### src/rtl/syria_pkg.sv
// Shared constants and FSM state type for the game-state packet UART path.
package syria_pkg;
    localparam int PKT_BYTES = 22;
    localparam int PKT_W = 8 * PKT_BYTES;
    localparam int CLK_HZ = 100_000_000;
    localparam int BAUD = 115_200;
    localparam logic [7:0] HDR_BYTE = 8'hA5;

    typedef enum logic [1:0] {IDLE, START, DATA, STOP} tx_state_t;
endpackage

### src/rtl/uart_byte_tx.sv
// 8N1 byte serialiser with baud counter; a byte offered during the final stop
// cycle is chained straight into the next start bit with no idle gap.
module uart_byte_tx
    import syria_pkg::*;
#(
    parameter int DIVISOR = syria_pkg::CLK_HZ / syria_pkg::BAUD
) (
    input  logic       clk,
    input  logic       rst_n,
    input  logic       byte_valid,
    input  logic [7:0] byte_data,
    output logic       byte_ready,
    output logic       busy,
    output logic       stop_end,
    output logic       txd
);
    localparam int CW = (DIVISOR > 1) ? $clog2(DIVISOR) : 1;
    localparam logic [CW-1:0] CNT_LAST = CW'(DIVISOR - 1);

    tx_state_t     state_reg, state_next;
    logic [CW-1:0] baud_cnt_reg, baud_cnt_next;
    logic [2:0]    bit_idx_reg, bit_idx_next;
    logic [7:0]    shift_reg, shift_next;
    logic          txd_reg, txd_next;
    logic          bit_end;

    assign bit_end    = (baud_cnt_reg == CNT_LAST);
    assign busy       = (state_reg != IDLE);
    assign stop_end   = (state_reg == STOP) && bit_end;
    assign byte_ready = (state_reg == IDLE) || stop_end;
    assign txd        = txd_reg;

    always_ff @(posedge clk or negedge rst_n) begin
        if (!rst_n) begin
            state_reg    <= IDLE;
            baud_cnt_reg <= '0;
            bit_idx_reg  <= '0;
            shift_reg    <= '0;
            txd_reg      <= 1'b1;
        end else begin
            state_reg    <= state_next;
            baud_cnt_reg <= baud_cnt_next;
            bit_idx_reg  <= bit_idx_next;
            shift_reg    <= shift_next;
            txd_reg      <= txd_next;
        end
    end

    // txd is registered with the level of the bit being entered, so the line
    // changes on the same edge as the state.
    always_comb begin
        state_next    = state_reg;
        bit_idx_next  = bit_idx_reg;
        shift_next    = shift_reg;
        txd_next      = txd_reg;
        baud_cnt_next = (state_reg == IDLE || bit_end) ? '0 : baud_cnt_reg + CW'(1);
        case (state_reg)
            IDLE: begin
                txd_next = 1'b1;
                if (byte_valid) begin
                    state_next = START;
                    txd_next   = 1'b0;
                    shift_next = byte_data;
                end
            end
            START: begin
                if (bit_end) begin
                    state_next   = DATA;
                    bit_idx_next = '0;
                    txd_next     = shift_reg[0];
                end
            end
            DATA: begin
                if (bit_end) begin
                    shift_next = {1'b0, shift_reg[7:1]};
                    if (bit_idx_reg == 3'd7) begin
                        state_next = STOP;
                        txd_next   = 1'b1;
                    end else begin
                        bit_idx_next = bit_idx_reg + 3'd1;
                        txd_next     = shift_reg[1];
                    end
                end
            end
            STOP: begin
                if (bit_end) begin
                    if (byte_valid) begin
                        state_next = START;
                        txd_next   = 1'b0;
                        shift_next = byte_data;
                    end else begin
                        state_next = IDLE;
                        txd_next   = 1'b1;
                    end
                end
            end
            default: state_next = IDLE;
        endcase
    end
endmodule

### src/rtl/packet_uart_tx.sv
// Latches a game-state packet on send and streams it (optionally after a sync
// header) as back-to-back UART frames, reporting busy and a done pulse.
module packet_uart_tx #(
    parameter int         CLK_HZ    = syria_pkg::CLK_HZ,
    parameter int         BAUD      = syria_pkg::BAUD,
    parameter int         PKT_BYTES = syria_pkg::PKT_BYTES,
    parameter int         HDR_EN    = 1,
    parameter logic [7:0] HDR_BYTE  = syria_pkg::HDR_BYTE
) (
    input  logic                   clk,
    input  logic                   rst_n,
    input  logic [8*PKT_BYTES-1:0] packet,
    input  logic                   send,
    output logic                   busy,
    output logic                   done,
    output logic                   TxD
);
    localparam int DIVISOR   = CLK_HZ / BAUD;
    localparam int PKT_W     = 8 * PKT_BYTES;
    localparam int NUM_BYTES = PKT_BYTES + ((HDR_EN != 0) ? 1 : 0);
    localparam int IW        = $clog2(PKT_BYTES + 1);
    localparam logic [IW-1:0] LAST_IDX = IW'(NUM_BYTES - 1);

    logic [PKT_W-1:0] pkt_buf_reg;
    logic [IW-1:0]    byte_idx_reg;
    logic             done_reg;
    logic             byte_valid, byte_ready, stop_end, last_byte, load;
    logic [7:0]       byte_data;

    uart_byte_tx #(.DIVISOR(DIVISOR)) u_byte_tx (
        .clk        (clk),
        .rst_n      (rst_n),
        .byte_valid (byte_valid),
        .byte_data  (byte_data),
        .byte_ready (byte_ready),
        .busy       (busy),
        .stop_end   (stop_end),
        .txd        (TxD)
    );

    // While idle the first byte comes straight from the port; afterwards the
    // latched buffer is shifted so its top byte is always the next payload byte.
    always_comb begin
        last_byte = (byte_idx_reg == LAST_IDX);
        if (!busy) begin
            byte_valid = send;
            byte_data  = (HDR_EN != 0) ? HDR_BYTE : packet[PKT_W-1 -: 8];
        end else begin
            byte_valid = stop_end && !last_byte;
            byte_data  = pkt_buf_reg[PKT_W-1 -: 8];
        end
        load = byte_valid && byte_ready;
    end

    always_ff @(posedge clk or negedge rst_n) begin
        if (!rst_n) begin
            pkt_buf_reg  <= '0;
            byte_idx_reg <= '0;
            done_reg     <= 1'b0;
        end else begin
            done_reg <= stop_end && last_byte;
            if (load) begin
                if (!busy) begin
                    pkt_buf_reg  <= (HDR_EN != 0) ? packet : {packet[PKT_W-9:0], 8'h00};
                    byte_idx_reg <= '0;
                end else begin
                    pkt_buf_reg  <= {pkt_buf_reg[PKT_W-9:0], 8'h00};
                    byte_idx_reg <= byte_idx_reg + IW'(1);
                end
            end
        end
    end

    assign done = done_reg;
endmodule

### config.mk
export PLATFORM = sky130hd
export DESIGN_NAME = packet_uart_tx
export DESIGN_NICKNAME = d
export VERILOG_FILES = /design/src/rtl/syria_pkg.sv /design/src/rtl/uart_byte_tx.sv /design/src/rtl/packet_uart_tx.sv
export SDC_FILE = /design/constraint.sdc
export NUM_CORES = 1
export LEC_CHECK = 0
export CORE_MARGIN = 8
export CORE_UTILIZATION = 48
export DETAILED_ROUTE_END_ITERATION = 8
export GPL_ROUTABILITY_DRIVEN = 0
export MAX_ROUTING_LAYER = met4
export PLACE_DENSITY_LB_ADDON = 0.3
export SYNTH_ARGS = -nofsm -noshare
export SYNTH_HDL_FRONTEND = slang
export SYNTH_HIERARCHICAL = 1
export SYNTH_SLANG_ARGS = --single-unit
### constraint.sdc
create_clock -name clk -period 2.7 [get_ports clk]
set_input_delay 0.405 -clock clk [delete_from_list [all_inputs] [get_ports clk]]
set_output_delay 0.405 -clock clk [all_outputs]
set_load 0.02 [all_outputs]
==> flow_summary.yaml <==
run_status:
  status: "completed"
cts:
  htreeDepth: 1
  cts-root-buf: "clkbuf_16"
  clk_latency_ns: 0.51
  cts_tree: "yes"
  path_clk_slew_ns: 0.06
  numCtsBuffers: 24
  clock_path_buffers: 3
  numClockSinks: 206
floorplan:
  die_y_um: 164
  num_io_pins: 182
  start_util_pct: 48.6
  rows: 54
  dieArea_um2: 27000
  die_w_um: 164
  core-area_um2: 21800
critical_path:
  path_class: "flip-flop to flip-flop"
  reg2regPathDepth: 10
  crit_fanout: 12
  rr_startpoint: "u_byte_tx/baud_cnt_reg[3]"
  worst_setup_path_end_kind: "flip-flop"
  worst_setup_path_start_kind: "flip-flop"
  r2r_slack_ns: 0.10
  worstReg2RegEnd: "pkt_buf_reg[55]"
  arrival_ns: 2.98
  cp.required_ns: 3.09
sta:
  finClkSkew_ns: 0.0113
  holdWs_ns: 0.480
  hold_viol: 0
  slew_headroom_pct: 57.0
  tightest_slew_ns: 0.645
  setup_viol: 0
  finalCriticalPeriod_ns: 2.60
  tns_ns: 0
  timing.final.crit_share_pct: 96.2
  max_freq_mhz: 385
  slew_violations: 0
yosys:
  ys_ff_latch: 206
  synth_fa_ha_area_share_pct: 1.18
  synth_cells: 770
  synth_compound_area_share_pct: 2.95
  synth_commonest_cells: "257 x mux2_2, 205 x dfrtp_1, 88 x mux2_1"
  synthFlopType: "dfrtp_1"
  synth.most_common_cell: "mux2_2"
  synth_area_leaders: "dfrtp_1 49%, mux2_2 27%, mux2_1 9.4%"
  synth_top_family_by_area: "multiplexers"
  synthArstFlopShare_pct: 100
  synth_top_area_share_pct: 48.5
  synth.largest_area_cell: "dfrtp_1"
  syn_nets: 959
  synth_area_um2: 10600
  synth-xor-area-share_pct: 0.663
  synth_cell_types: 48
  ys_warn_count: 6
  postSynthAreaPerCell_um2: 13.7
  synthMuxAreaShare_pct: 37.9
  synthSimpleGateAreaFrac_pct: 5.20
  synth_edf_count: 0
  seq_area_frac_synth_pct: 48.8
flow_run:
  cap_violations: 0
power:
  peakVddDrop_mv: 0.613
  leakage_nw: 5.68
  finalPower_mw: 14.7
  power_density_nw_per_um2: 1060
routing:
  ant_nets: 0
  wl_per_cell_um: 19.0
  vias: 6635
  via_per_inst: 5.27
  wl_um: 23900
  drt_iter0_drc: 303
  drc_errors: 0
  drtPass1Iterations: 4
finish:
  multi_input_area_um2: 5080
  fillers: 1665
  drive_above_1_share_pct: 36.1
  largest_register_ffs: 176
  register_area_um2: 5160
  num_antenna_cells: 0
  area_delta_synth_final_pct: 31.0
  layout.nets: 1150
  instances_no_fill: 1258
global_routing:
  antenna_found_initial: 0
  grt_max_degree: 100
  grt_use_total_pct: 17.4
  grt-ovfl-total: 0
  grt_first_pass_wirelength_um: 37300
  grt_pass1_vias: 7008
placed_design:
  hpwl_um: 15900
  placedCellCount: 1202
  io_buffers: 181
hold_path:
  holdCritPathClass: "input pin to asynchronous set/reset pin"
[where the power goes]
group	internal (mW)	total (mW)	switching, mW
Combinational	3.55	5.69	2.14
Sequential	4.59	5.40	0.809
Clock	2.35	3.62	1.27
Total	10.5	14.7	4.22
[cells in the final DEF (no fill, tap or decap), drive strengths merged, types with 2 or more instances in the layout]
master and count:
o32ai 2, nand3b 2, bufinv 6, mux2 353, and3 5, clkbuf 40, ha 10, dfrtp 205
nand2 8, o211ai 4, xnor2 2, clkdlybuf4s50 180, a221o 11, nand4 3, inv 11, or3 3
nor3 2, a21oi 10, or2 2, a31oi 2, nor2 16, nand3 17, and2 15, nand2b 14
clkinv 4, buf 27, o21ai 3, xor2 6, nor2b 2
[kinds of logic (layout without fill, tap and decap cells)]
group | Yosys count | in the layout
xor gates and xnor gates | 8 | 8
adders and majority gates | 10 | 10
and+or+nand+nor | 94 | 94
muxes | 353 | 353
AOI/OAI and AO/OA | 38 | 38
DFF | 206 | 206
buffers and inverters | 61 | 269
[routing by layer]
metal | track usage (%) | vias to the layer above | part of all wire, %
li1 | - | 3169 | -
met1 | 23.8 | 3292 | 46
met2 | 26.3 | 147 | 47
met3 | 3.99 | 27 | 5.5
met4 | 3.44 | 0 | 1.6
met5 | - | - | 0
[critical path, stage by stage (launching register included)]
cell       delay [ns]
dfrtp_1          0.41
or3_4            0.40
nor3_4           0.13
and2_4           0.19
or2_2            0.13
inv_1            0.07
o32ai_4          0.28
buf_6            0.18
buf_12           0.16
clkbuf_16        0.18
mux2_1           0.33
[stage by stage]
stage | setup slack (ns) | utilization, % | cell area, µm²
final | 0.102 | 63.7 | 13900
after global routing | -0.0177 | 63.7 | 13900
after CTS | 0.0423 | 62.6 | 13600
after detailed placement | 0.0477 | 58.4 | 12700
after global placement | 0.124 | 58.4 | 12700
after floorplan | 0.00467 | - | 10600
[area by class of cell]
type                    count  share of cell area [%]
flip-flops and latches    206                    37.2
clock buffers              33                    4.95
repair inverters            1                  0.0361
well taps                 280                    2.53
repair buffers            215                    16.8
multi-input cells         503                    36.7
clock inverters            10                    1.52
inverters                  10                   0.307
[worst max-delay path by stage]
| stage | endpoint | depth (start not counted) | slack [ns] | startpoint |
|---|---|---|---|---|
| global route | pkt_buf_reg[34] | 10 | -0.02 | u_byte_tx/baud_cnt_reg[3] |
| finish | pkt_buf_reg[55] | 10 | 0.10 | u_byte_tx/baud_cnt_reg[3] |
| CTS | busy | 4 | 0.04 | u_byte_tx/state_reg[0] |
| detailed placement | pkt_buf_reg[148] | 9 | 0.05 | u_byte_tx/baud_cnt_reg[0] |
| global placement | pkt_buf_reg[114] | 9 | 0.12 | u_byte_tx/baud_cnt_reg[0] |
| floorplan | pkt_buf_reg[150] | 10 | 0.005 | u_byte_tx/baud_cnt_reg[4] |
[what timing repair did]
action	CTS	global route
hold buffers	1	0
hold endpoints to repair	66	0
setup buffers	0	5
resized for setup	0	14
setup endpoints to repair	0	156
(Power assumes the default switching activity.)
